[config.mk]
export PLATFORM = sky130hd
export DESIGN_NAME = pwm_duty_gen
export DESIGN_NICKNAME = d
export VERILOG_FILES = /design/src/rtl/pwm_duty_gen.sv
export SDC_FILE = /design/constraint.sdc
export NUM_CORES = 1
export LEC_CHECK = 0
export ABC_AREA = 0
export CAP_MARGIN = 20
export CORE_ASPECT_RATIO = 0.9
export CORE_MARGIN = 2
export CORE_UTILIZATION = 55
export CTS_CLUSTER_SIZE = 28
export DETAILED_ROUTE_END_ITERATION = 12
export GPL_TIMING_DRIVEN = 0
export HOLD_SLACK_MARGIN = 0.03
export PLACE_DENSITY = 0.79
export SLEW_MARGIN = 5
export SYNTH_ARGS = -nofsm -noshare
export SYNTH_HDL_FRONTEND = slang
export SYNTH_SLANG_ARGS = --single-unit
[constraint.sdc]
create_clock -name i_clk -period 3 [get_ports i_clk]
set_input_delay 0.6 -clock i_clk [delete_from_list [all_inputs] [get_ports i_clk]]
set_output_delay 0.6 -clock i_clk [all_outputs]
set_load 0.01 [all_outputs]
[src/rtl/pwm_duty_gen.sv]
// rtl/pwm_duty_gen.sv - saturating duty register and prescaled PWM generator
// Build option PWM_SHADOW_EN: the active duty is shadowed and reloaded only at period wrap.
module pwm_duty_gen #(
    parameter int unsigned DUTY_MAX = 100,
    parameter int unsigned DUTY_W   = 7,
    parameter int unsigned PRESC_W  = 16
) (
    input  logic               i_clk,
    input  logic               i_rst_n,
    input  logic               i_ena,
    input  logic [1:0]         i_sel,
    input  logic [PRESC_W-1:0] i_presc,
    output logic [DUTY_W-1:0]  o_duty,
    output logic               o_pwm_out,
    output logic               o_period_end
);

    localparam logic [1:0]        SEL_INC      = 2'b01;
    localparam logic [1:0]        SEL_DEC      = 2'b10;
    localparam logic [DUTY_W-1:0] W_DUTY_MAX   = DUTY_W'(DUTY_MAX);
    localparam logic [DUTY_W-1:0] W_PHASE_LAST = DUTY_W'(DUTY_MAX - 1);

    logic [DUTY_W-1:0]  r_duty;
    logic [DUTY_W-1:0]  r_phase;
    logic [PRESC_W-1:0] r_presc_cnt;
    logic               r_pwm;
    logic               r_period_end;

    logic [DUTY_W-1:0]  w_duty_next;
    logic [DUTY_W-1:0]  w_phase_next;
    logic [DUTY_W-1:0]  w_active;
    logic               w_tick;
    logic               w_wrap;

    always_comb begin
        w_duty_next = r_duty;
        case (i_sel)
            SEL_INC: if (r_duty < W_DUTY_MAX) w_duty_next = r_duty + 1'b1;
            SEL_DEC: if (r_duty != '0)        w_duty_next = r_duty - 1'b1;
            default: w_duty_next = r_duty;
        endcase
    end

    // ">=" rather than "==" so a reload value lowered below the running count ticks at once
    assign w_tick       = i_ena && (r_presc_cnt >= i_presc);
    assign w_wrap       = w_tick && (r_phase == W_PHASE_LAST);
    assign w_phase_next = w_wrap ? '0 : r_phase + 1'b1;

`ifdef PWM_SHADOW_EN
    logic [DUTY_W-1:0] r_active;

    always_ff @(posedge i_clk or negedge i_rst_n) begin
        if (!i_rst_n) begin
            r_active <= '0;
        end else if (w_wrap) begin
            r_active <= r_duty;
        end
    end

    assign w_active = r_active;
`else
    assign w_active = r_duty;
`endif

    always_ff @(posedge i_clk or negedge i_rst_n) begin
        if (!i_rst_n) begin
            r_duty       <= '0;
            r_phase      <= '0;
            r_presc_cnt  <= '0;
            r_pwm        <= 1'b0;
            r_period_end <= 1'b0;
        end else if (i_ena) begin
            r_duty       <= w_duty_next;
            r_presc_cnt  <= w_tick ? '0 : r_presc_cnt + 1'b1;
            r_pwm        <= (r_phase < w_active);
            r_period_end <= w_wrap;
            if (w_tick) begin
                r_phase <= w_phase_next;
            end
        end else begin
            r_period_end <= 1'b0;
        end
    end

    assign o_duty       = r_duty;
    assign o_pwm_out    = r_pwm;
    assign o_period_end = r_period_end;

endmodule
---- After elaboration in Yosys (flattened, before gate mapping) ----
Index checks and enable logic that the tools add are counted.
storage, ports and cells
  bits in registers ....................... 32
  output and inout port bits .............. 9
  logic and storage cells ................. 29
cells by class
  add/sub/neg operators ................... 4
  magnitude comparators ................... 3
  equal/unequal tests ..................... 5
  muxes and demuxes ....................... 6
  reduce and logical (&&, ||, !) cells .... 6
operator list
  cell                                                                count
  7-bit 2-to-1 mux                                                    3
  16-bit by 1-bit adder with 16-bit output, second input constant     1
  16-bit greater-or-equal comparator                                  1
  16-bit 2-to-1 mux                                                   1
  7-bit by 1-bit adder with 7-bit output, second input constant       2
  7-bit one-hot mux with 2 select lines                               1
  7-bit == test, second input constant                                1
  7-bit < comparator                                                  1
  7-bit < comparator, second input constant                           1
  7-bit nonzero test                                                  1
  7-bit by 1-bit subtractor with 7-bit output, second input constant  1
  2-bit inequality test, second input constant                        2
  4-bit AND reduction                                                 1
  2-bit by 1-bit == test with 1-bit output, second input constant     1
  2-bit == test, second input constant                                1
  1-bit logical AND                                                   2
  2-bit AND reduction                                                 1
  2-bit nonzero test                                                  1
  1-bit 2-to-1 mux                                                    1

---- Longest topological paths before layout ----
  word-level depth ........................ 4
  gate-level depth with buffers ........... 9

---- Worst setup path before layout ----
OpenSTA, ideal clock, no wires.
  path type ............................... input to register
  start ................................... input i_sel[0]
  end ..................................... register r_duty[6], in the netlist o_duty[6]
  setup time .............................. 80 ps
  data arrival time ....................... 2220 ps
  setup slack ............................. 700 ps
  cell stages on the path ................. 9
  buffers on the path ..................... 0
  path through ............................ nand2b_1 inv_1 ha_1 nor2b_1 o31a_1 o21ai_1 a21oi_1 a311oi_1 xnor2_1
on the way
  cells in the longest elaborated chain, start to end .. 3
  elaborated cells between the ends (all ways) .. 7
  classes of those cells .................. eq/ne: 4; mux: 1; reduce/logical: 2
ends and longest elaborated chain
  element                                                                           RTL line  RTL
  from (decl)                                                                       11        input logic [1:0] i_sel,
  2-bit == test / 2-bit by 1-bit == test with 1-bit output (equally long branches)  37        case (i_sel)
  2-bit inequality test (no line) / 2-bit nonzero test (equally long branches)      --
  4-bit AND reduction (no line)                                                     --
  to (signal assigned)                                                              73        r_duty <= w_duty_next;
  to (decl)                                                                         23        logic [DUTY_W-1:0] r_duty;
Parallel ways exist; a longest one is shown, timed or not.
A chain may end at the register's enable or synchronous reset.

---- Worst setup path after layout ----
Same ends and word-level chain as after synthesis.

==> flow_metrics.py <==
metrics = {
    "sta": {
        "slew_viol_final": 0,
        "period_minus_slack_ns": 2.74,
        "clock.fmax_mhz": 366,
        "setup_viol": 0,
        "setup_slack_ns": 0.265,
        "fin_crit_sh_pct": 91.2,
        "rsz0062_at_grt": "false",
        "slew_headroom_pct": 52.9,
        "fin_tns_setup_ns": 0,
        "skew_ns": 0.00327,
        "hold_viol": 0,
        "tightest_slew_ns": 0.707,
    },
    "clock_tree": {
        "clkTransAtPathRegs_ns": 0.06,
        "root_buffer": "clkbuf_8",
        "numCtsBuffers": 5,
        "cts.repair.resized": 0,
        "numClockSinks": 32,
        "h-tree-depth": 2,
        "clock_tree.buffer_depth": 2,
        "cts_tree": "yes",
        "clk_latency_ns": 0.29,
        "hold_buffers": 0,
        "post_cts_buffers": 0,
    },
    "yosys": {
        "syn_area_um2": 2400,
        "synth_top_area_share_pct": 33.4,
        "synth_edf_count": 0,
        "avgSynthCellArea_um2": 9.57,
        "synth.largest_area_cell": "dfrtp_1",
        "synth_area_leaders": "dfrtp_1, ha_1, inv_1",
        "yosys_warnings": 0,
        "synth-async-reset-ratio_pct": 100,
        "yosys.cell_types.count": 51,
        "synthFlopType": "dfrtp_1",
        "synth_nets": 302,
        "seq_area_frac_synth_pct": 33.4,
        "synth_cells": 251,
        "ys_ff_latch": 32,
    },
    "floorplanning": {
        "ios": 30,
        "die_x_um": 73.6,
        "initial_utilization_pct": 58.2,
        "fp.coreArea_um2": 4130,
        "die_h_um": 66.7,
        "num_rows": 22,
        "fp.dieArea_um2": 4910,
    },
    "detailed_routing": {
        "vias_per_cell": 5.35,
        "finalWirelength_mm": 4.54,
        "drc": 0,
        "vias": 1796,
        "drtPass1Iterations": 4,
        "wl_per_cell_um": 13.5,
        "ant_nets": 0,
        "drtIter0Drc": 94,
    },
    "placement": {
        "dpl.hpwl_mm": 3.50,
        "place_congestion": 0.807,
        "place_ws_ns": -0.0368,
        "port_buffers": 29,
        "placed_cells": 328,
    },
    "final_layout": {
        "final_cells": 336,
        "mostFrequentLayoutCell": "dfrtp_1",
        "final_cell_mix": "dfrtp_1, inv_1, ha_1, clkdlybuf4s50_1, nand2_1",
        "drive_above_1_share_pct": 12.2,
        "fin_nets": 338,
        "final_util_pct": 68.7,
        "antenna_cells": 0,
        "area_growth_syn_to_layout_pct": 18.1,
    },
    "global_route": {
        "grt_usage_pct": 20.4,
        "grt_max_degree": 33,
        "grt_overflow": 0,
        "grt_antenna_before_repair": 0,
        "grt_pass1_vias": 1694,
        "grt_pass1_wl_mm": 7.60,
    },
    "run_status": {
        "status": "complete, no violations",
    },
    "power_and_ir_drop": {
        "pwr_density_cell_nw_per_um2": 563,
        "leakage_nw": 1.32,
        "peakVddDrop_mv": 0.654,
    },
    "setup_path": {
        "critPathCaptureType": "register",
        "cp_data_required_time_ns": 3.21,
        "critPathMaxFanout": 5,
        "worstPathArrival_ns": 2.95,
        "worstSetupPathType": "primary input to register",
        "start_kind": "primary input",
    },
    "flow_run": {
        "maxCapViolCount": 0,
    },
    "hold_path": {
        "hp-class": "primary input to async pin",
    },
}
==> layer usage <==
layer / vias up / global-route usage [%] / share of wire (%)
met5: - / 0 / 0
met2: 17 / 32.0 / 45
met1: 814 / 27.7 / 51
met4: 0 / 8.18 / 1.7
met3: 8 / 3.63 / 2.3
li1: 957 / - / -
==> cell usage after synthesis (all sizes together), types with 5 or more instances <==
| cell | n |
|---|---|
| o21ai | 20 |
| nand3 | 6 |
| inv | 31 |
| xor2 | 7 |
| nand4 | 5 |
| dfrtp | 32 |
| a21oi | 17 |
| or3 | 5 |
| nor2 | 16 |
| nor3 | 6 |
| ha | 29 |
| xnor2 | 8 |
| nand2 | 22 |
==> stage by stage <==
| stage | cell area [µm²] | power [mW] | hold WS, ns |
|---|---|---|---|
| floorplan | 2400 | 1.03 | 0.304 |
| global placement | 2750 | 1.24 | 0.514 |
| detailed placement | 2750 | 1.26 | 0.552 |
| CTS | 2840 | 1.61 | 0.384 |
| global route | 2840 | 1.72 | 0.427 |
| finish | 2840 | 1.60 | 0.360 |
==> area by class of cell <==
type | instances | area, µm²
well taps | 48 | 60.1
plain buffers | 4 | 43.8
clock buffers | 8 | 90.1
repair buffers | 29 | 285
multi-input cells | 184 | 1440
inverters | 31 | 116
fillers | 336 | 1290
flip-flops and latches | 32 | 801
==> cell families (layout without fill, tap and decap cells) <==
kind of cell	count (synthesis)	count (layout)	share of synthesized area, %
buffers and inverters	35	72	6.67
multiplexers	2	2	0.938
AO/OA/AOI/OAI	60	60	17.9
AND/OR/NAND/NOR	77	77	19.7
XOR/XNOR	15	15	5.47
adder cells (fa/ha/maj)	30	30	15.9
flip-flops	32	32	33.4
==> sequential cells by signal (all words and copies together) (netlist names) <==
signal,flops
o_duty,7
o_pwm_out,1
r_phase,7
o_period_end,1
r_presc_cnt,16
==> power breakdown <==
part           switching (mW)  internal (mW)
Clock                   0.155          0.187
Combinational           0.286          0.333
Sequential              0.121          0.514
Total                   0.562           1.03
==> worst max-delay path, cell delays in order <==
cell             delay [ns]
clkdlybuf4s50_1        0.47
nand2b_1               0.23
inv_1                  0.16
ha_1                   0.34
nor2b_1                0.16
o31a_1                 0.26
o21ai_1                0.18
a21oi_1                0.09
a311oi_1               0.31
xnor2_1                0.15
==> final timing paths <==
| path | endpoint | from | cells after the start | slack [ns] |
|---|---|---|---|---|
| max in group asynchronous | r_presc_cnt[13]$_DFFE_PN0P_ | i_rst_n | 1 | 2.18 |
| setup reg to reg | r_phase[4]$_DFFE_PN0P_ | r_presc_cnt[13]$_DFFE_PN0P_ | 8 | 0.90 |
| hold / removal | o_duty[3]$_DFFE_PN0P_ | i_rst_n | 1 | 0.36 |
| min in group i_clk | o_pwm_out$_DFFE_PN0P_ | o_pwm_out$_DFFE_PN0P_ | 2 | 0.56 |
| hold reg to reg | o_pwm_out$_DFFE_PN0P_ | o_pwm_out$_DFFE_PN0P_ | 2 | 0.56 |
| setup / recovery | o_duty[6]$_DFFE_PN0P_ | i_sel[0] | 10 | 0.26 |
(Power assumes the default switching activity.)
